**config.mk**
```make
export PLATFORM = sky130hd
export DESIGN_NAME = q15_divider
export DESIGN_NICKNAME = d
export VERILOG_FILES = /design/src/rtl/q15_divider_pkg.sv /design/src/rtl/q15_div_step.sv /design/src/rtl/q15_divider.sv
export SDC_FILE = /design/constraint.sdc
export NUM_CORES = 1
export LEC_CHECK = 0
export CORE_MARGIN = 10
export CORE_UTILIZATION = 39
export CTS_CLUSTER_DIAMETER = 200
export DETAILED_ROUTE_END_ITERATION = 10
export GPL_ROUTABILITY_DRIVEN = 0
export GPL_TIMING_DRIVEN = 0
export SYNTH_ARGS = -nofsm -noshare
export SYNTH_HDL_FRONTEND = slang
export SYNTH_HIERARCHICAL = 1
export SYNTH_SLANG_ARGS = --single-unit
```
**constraint.sdc**
```tcl
create_clock -name xClk -period 3.4 [get_ports xClk]
set_input_delay 1.02 -clock xClk [delete_from_list [all_inputs] [get_ports xClk]]
set_output_delay 1.02 -clock xClk [all_outputs]
set_load 0.03 [all_outputs]
```
**src/rtl/q15_divider_pkg.sv**
```systemverilog
// Shared Q15 fixed-point definitions: widths, saturation constants, divider FSM encoding
// and the operand classification that decides saturation/divide-by-zero up front.
package q15_divider_pkg;

  localparam int Q15_W = 16;
  localparam int MAG_W = Q15_W + 1;
  localparam int ITERS = 15;
  localparam int CNT_W = 4;

  localparam logic [Q15_W-1:0] Q15_MAX  = 16'h7FFF;
  localparam logic [Q15_W-1:0] Q15_MIN  = 16'h8000;
  localparam logic [Q15_W-1:0] Q15_ZERO = 16'h0000;

  typedef enum logic [1:0] {
    ST_IDLE = 2'd0,
    ST_CALC = 2'd1,
    ST_DONE = 2'd2
  } div_state_t;

  typedef struct packed {
    logic div_zero;  // D == 0
    logic mag_ge;    // |N| >= |D|, result saturates
    logic mag_eq;    // |N| == |D|
    logic neg;       // sign(N) xor sign(D)
    logic num_neg;   // sign(N), picks the divide-by-zero rail
  } div_class_t;

  // 17 bits so that |-32768| is representable exactly
  function automatic logic [MAG_W-1:0] q15_mag(input logic [Q15_W-1:0] v);
    logic [MAG_W-1:0] ext;
    ext = {v[Q15_W-1], v};
    return v[Q15_W-1] ? (~ext + MAG_W'(1)) : ext;
  endfunction

  function automatic div_class_t q15_classify(input logic [Q15_W-1:0] n,
                                              input logic [Q15_W-1:0] d);
    div_class_t c;
    logic [MAG_W-1:0] n_mag;
    logic [MAG_W-1:0] d_mag;
    n_mag      = q15_mag(n);
    d_mag      = q15_mag(d);
    c.div_zero = (d == Q15_ZERO);
    c.mag_ge   = (n_mag >= d_mag);
    c.mag_eq   = (n_mag == d_mag);
    c.neg      = n[Q15_W-1] ^ d[Q15_W-1];
    c.num_neg  = n[Q15_W-1];
    return c;
  endfunction

endpackage

```
**src/rtl/q15_div_step.sv**
```systemverilog
// One restoring-division iteration: shift the partial remainder, compare against |D|,
// subtract when it fits and emit the corresponding quotient bit.
module q15_div_step
  import q15_divider_pkg::*;
(
  input  logic [MAG_W-1:0] rem,
  input  logic [MAG_W-1:0] dmag,
  output logic [MAG_W-1:0] rem_next,
  output logic             qbit
);

  logic [MAG_W-1:0] shifted;

  // rem < |D| <= 32768 on every iteration, so the shift never loses a set bit
  always_comb begin
    shifted  = rem << 1;
    qbit     = (shifted >= dmag);
    rem_next = qbit ? (shifted - dmag) : shifted;
  end

endmodule

```
**src/rtl/q15_divider.sv**
```systemverilog
// Signed Q15 divider, Q = trunc(N * 2^15 / D), fixed 16-cycle latency, saturating,
// one quotient bit per CALC cycle with the result formatted in the DONE cycle.
module q15_divider
  import q15_divider_pkg::*;
(
  input  logic             xClk,
  input  logic             xReset,
  input  logic             xStart,
  input  logic [Q15_W-1:0] xDividend,
  input  logic [Q15_W-1:0] xDivisor,
  output logic [Q15_W-1:0] xQuotient,
  output logic             xBusy,
  output logic             xDone,
  output logic             xOverflow,
  output logic             xDivZero
);

  div_state_t       state_reg;
  div_state_t       state_next;
  logic [CNT_W-1:0] cnt_reg;
  logic [MAG_W-1:0] rem_reg;
  logic [MAG_W-1:0] dmag_reg;
  logic [ITERS-1:0] quo_reg;
  div_class_t       class_reg;

  logic [Q15_W-1:0] quotient_reg;
  logic             busy_reg;
  logic             done_reg;
  logic             ovf_reg;
  logic             dz_reg;

  logic             accept;
  logic             step_en;
  logic             finish;

  div_class_t       class_next;
  logic [MAG_W-1:0] n_mag;
  logic [MAG_W-1:0] d_mag;
  logic [MAG_W-1:0] rem_load;
  logic [MAG_W-1:0] step_rem;
  logic             step_bit;

  logic [Q15_W-1:0] mag_q;
  logic [Q15_W-1:0] result_q;
  logic             result_ovf;
  logic             result_dz;

  // ---------------- FSM: state register ----------------
  always_ff @(posedge xClk or posedge xReset) begin
    if (xReset) begin
      state_reg <= ST_IDLE;
    end else begin
      state_reg <= state_next;
    end
  end

  // ---------------- FSM: next state ----------------
  always_comb begin
    state_next = state_reg;
    case (state_reg)
      ST_IDLE: if (xStart) state_next = ST_CALC;
      ST_CALC: if (cnt_reg == CNT_W'(ITERS - 1)) state_next = ST_DONE;
      ST_DONE: state_next = xStart ? ST_CALC : ST_IDLE;
      default: state_next = ST_IDLE;
    endcase
  end

  // ---------------- FSM: control outputs ----------------
  always_comb begin
    accept  = 1'b0;
    step_en = 1'b0;
    finish  = 1'b0;
    case (state_reg)
      ST_IDLE: accept = xStart;
      ST_CALC: step_en = 1'b1;
      ST_DONE: begin
        finish = 1'b1;
        accept = xStart;
      end
      default: ;
    endcase
  end

  // ---------------- operand capture ----------------
  always_comb begin
    n_mag      = q15_mag(xDividend);
    d_mag      = q15_mag(xDivisor);
    class_next = q15_classify(xDividend, xDivisor);
    // saturating cases bypass the loop; a zero remainder keeps it quiet
    rem_load   = (class_next.div_zero || class_next.mag_ge) ? '0 : n_mag;
  end

  q15_div_step u_step (
    .rem      (rem_reg),
    .dmag     (dmag_reg),
    .rem_next (step_rem),
    .qbit     (step_bit)
  );

  // ---------------- iteration datapath ----------------
  always_ff @(posedge xClk or posedge xReset) begin
    if (xReset) begin
      cnt_reg   <= '0;
      rem_reg   <= '0;
      dmag_reg  <= '0;
      quo_reg   <= '0;
      class_reg <= '0;
    end else if (accept) begin
      cnt_reg   <= '0;
      rem_reg   <= rem_load;
      dmag_reg  <= d_mag;
      quo_reg   <= '0;
      class_reg <= class_next;
    end else if (step_en) begin
      cnt_reg   <= cnt_reg + CNT_W'(1);
      rem_reg   <= step_rem;
      quo_reg   <= {quo_reg[ITERS-2:0], step_bit};
    end
  end

  // ---------------- result formatting ----------------
  always_comb begin
    mag_q      = {1'b0, quo_reg};
    result_q   = Q15_ZERO;
    result_ovf = 1'b0;
    result_dz  = 1'b0;
    if (class_reg.div_zero) begin
      result_dz = 1'b1;
      result_q  = class_reg.num_neg ? Q15_MIN : Q15_MAX;
    end else if (class_reg.mag_ge) begin
      // -1.0 is exactly representable, +1.0 is not
      if (class_reg.neg) begin
        result_q   = Q15_MIN;
        result_ovf = ~class_reg.mag_eq;
      end else begin
        result_q   = Q15_MAX;
        result_ovf = 1'b1;
      end
    end else begin
      result_q = class_reg.neg ? (~mag_q + Q15_W'(1)) : mag_q;
    end
  end

  // ---------------- output registers ----------------
  always_ff @(posedge xClk or posedge xReset) begin
    if (xReset) begin
      quotient_reg <= Q15_ZERO;
      busy_reg     <= 1'b0;
      done_reg     <= 1'b0;
      ovf_reg      <= 1'b0;
      dz_reg       <= 1'b0;
    end else begin
      busy_reg <= (state_reg == ST_CALC);
      done_reg <= finish;
      if (finish) begin
        quotient_reg <= result_q;
        ovf_reg      <= result_ovf;
        dz_reg       <= result_dz;
      end
    end
  end

  assign xQuotient = quotient_reg;
  assign xBusy     = busy_reg;
  assign xDone     = done_reg;
  assign xOverflow = ovf_reg;
  assign xDivZero  = dz_reg;

endmodule

```
==> reports/qor.txt <==
Status = complete, but fails checks
Failing checks = negative setup slack
Initial drt markers = 418
Area delta synth->final = 30.4%
Post-Place Cells = 882
Static leakage = 3.17 nW
Worst-margin pin slew = 713 ps
Synth Warn # = 6
Cells after Synth = 643
Row count = 44
DIE HEIGHT = 141 µm
WL final = 16700 µm
First-pass DRT Iterations = 5
Crit path kind = input pin to flip-flop
Clk sinks = 79
CP arrival = 3930 ps
Wirelength per Cell = 18.0 µm
CP required = 3660 ps
GR Overflow Total = 0
WHS = 480 ps
Reg clk slew, reported paths = 60 ps
Setup slack after layout = -262 ps
Overall routing resource usage = 0.163
Non-filler cells, final = 927
RSZ-0062 raised after global routing = yes
Max cap viols = 0
CP endpoint kind = flip-flop
Max clock buf depth = 2
IO Count = 55
Post-DRT Antenna Nets = 0
Setup crit start = xDivisor[1]
Crit share post-route = 1.08
Final instance area = 7420 µm²
Vias in the first global route = 5125
Core footprint = 14400 µm²
Reg2reg start = dmag_reg[1]$_DFFE_PP0P_
Pwr dens = 972 nW/µm²
Pin count of the biggest net entering global routing = 45
Initial antenna violation count = 0
CTS tree = yes
Port-buffer cells = 54
Share of layout cells above drive strength 1 = 0.195
Clk_skew = 8.43 ps
Max IR drop VDD = 0.346 mV
Synth Net Count = 718
Via count = 5234
Final hold viol count = 0
Fmax achieved = 273 MHz
CTS Buf Count = 9
Max-slew violations = 0
Finish-stage setup viols = 17
Synthesized area = 5690 µm²
DP Wirelength = 12700 µm
Max reg flops = 17
Root buf cell = clkbuf_16
Die Wd = 141 µm
Number of diodes = 0
First-pass GRT wire length = 26900 µm
Tot Pwr = 7.22 mW
Worst min-delay path class = flip-flop to flip-flop
Avg Synthesized Cell Area = 8.86 µm²
Crit path max fanout = 5
Setup TNS = -4230 ps
Layout Nets = 814
CTS H-tree depth = 3
Tmin final = 3660 ps
Vias per Instance = 5.65
DRC violation count after routing = 0
DP Area = 6590 µm²
Die area = 19800 µm²
Starting Density = 0.395
Slew HR = 0.523
Worst Hold Launch = dmag_reg[16]$_DFFE_PP0P_
Crit path launch type = input pin
Clock Latency Late Sink = 340 ps
stage by stage:
stage	worst slack, ps	util
finish	-262	0.515
floorplan	-100	-
detailed placement	-1160	0.457
global placement	-1130	0.455
CTS	-272	0.507
global route	-379	0.515
critical path, cell delays in order:
cell       delay [ps]
buf_8             100
inv_4              50
ha_4              120
or4b_4            470
nand2b_4          180
buf_6             130
o21ai_2           150
xor2_1            270
ha_1              320
a21oi_2           210
o22ai_2           120
a211oi_2          280
o211a_4           250
buf_8             140
o2bb2ai_2         100
power breakdown:
| group | switching, mW | internal, mW | total, mW |
|---|---|---|---|
| Sequential | 0.345 | 1.34 | 1.69 |
| Combinational | 2.44 | 2.11 | 4.55 |
| Clock | 0.395 | 0.586 | 0.981 |
routing by layer:
layer,vias to the layer above,global-route usage,share of wire
met4,0,0.0625,0.021
met2,134,0.246,0.45
met3,21,0.0222,0.043
met5,-,0,0
li1,2543,-,-
met1,2536,0.230,0.49
cells in the final DEF (no fill, tap or decap), drive strengths merged, types with 4 or more instances in the layout:
cell	count
nor3	21
nand2	58
o21ai	70
o22ai	4
nor2	45
inv	38
mux2	14
o31ai	14
nand4	9
nor2b	8
and2	4
buf	45
nand3	6
o21a	5
nor4	11
or4	8
clkdlybuf4s50	34
dfrtp	79
o211ai	5
a22o	15
xnor2	21
mux2i	6
clkbuf	39
a31oi	4
dlygate4sd2	6
o41ai	5
a21o	4
ha	39
a21oi	30
nand2b	8
a211oi	9
xor2	19
o22a	4
o2bb2ai	15
worst paths after layout:
check / end / slack, ps / depth (start not counted)
worst max-delay path: rem_reg[1]$_DFFE_PP0P_ / -260 / 15
min in group asynchronous: rem_reg[12]$_DFFE_PP0P_ / 1060 / 2
worst min register to register: dmag_reg[16]$_DFFE_PP0P_ / 480 / 1
worst max register to register: rem_reg[11]$_DFFE_PP0P_ / 590 / 10
max in group asynchronous: xQuotient[7]$_DFFE_PP0P_ / 1760 / 3
worst min-delay path: dmag_reg[16]$_DFFE_PP0P_ / 480 / 1
area by class of cell:
class / count / area (µm²)
clock buffer: 10 / 239
inverter: 37 / 159
multi-input combinational: 493 / 3770
timing repair buffer: 86 / 831
sequential: 79 / 1980
buffer: 33 / 156
clock inverter: 5 / 57.6
fill: 1365 / 7000
tap: 184 / 230
what timing repair did:
action                     4_1_cts  5_1_grt
setup endpoints to repair       18       18
hold buffers                     0        0
gates cloned                     1        0
resized for setup               92       34
pin swaps                       25       25
setup buffers                   25        6
Power figures use the tool's default switching activity.
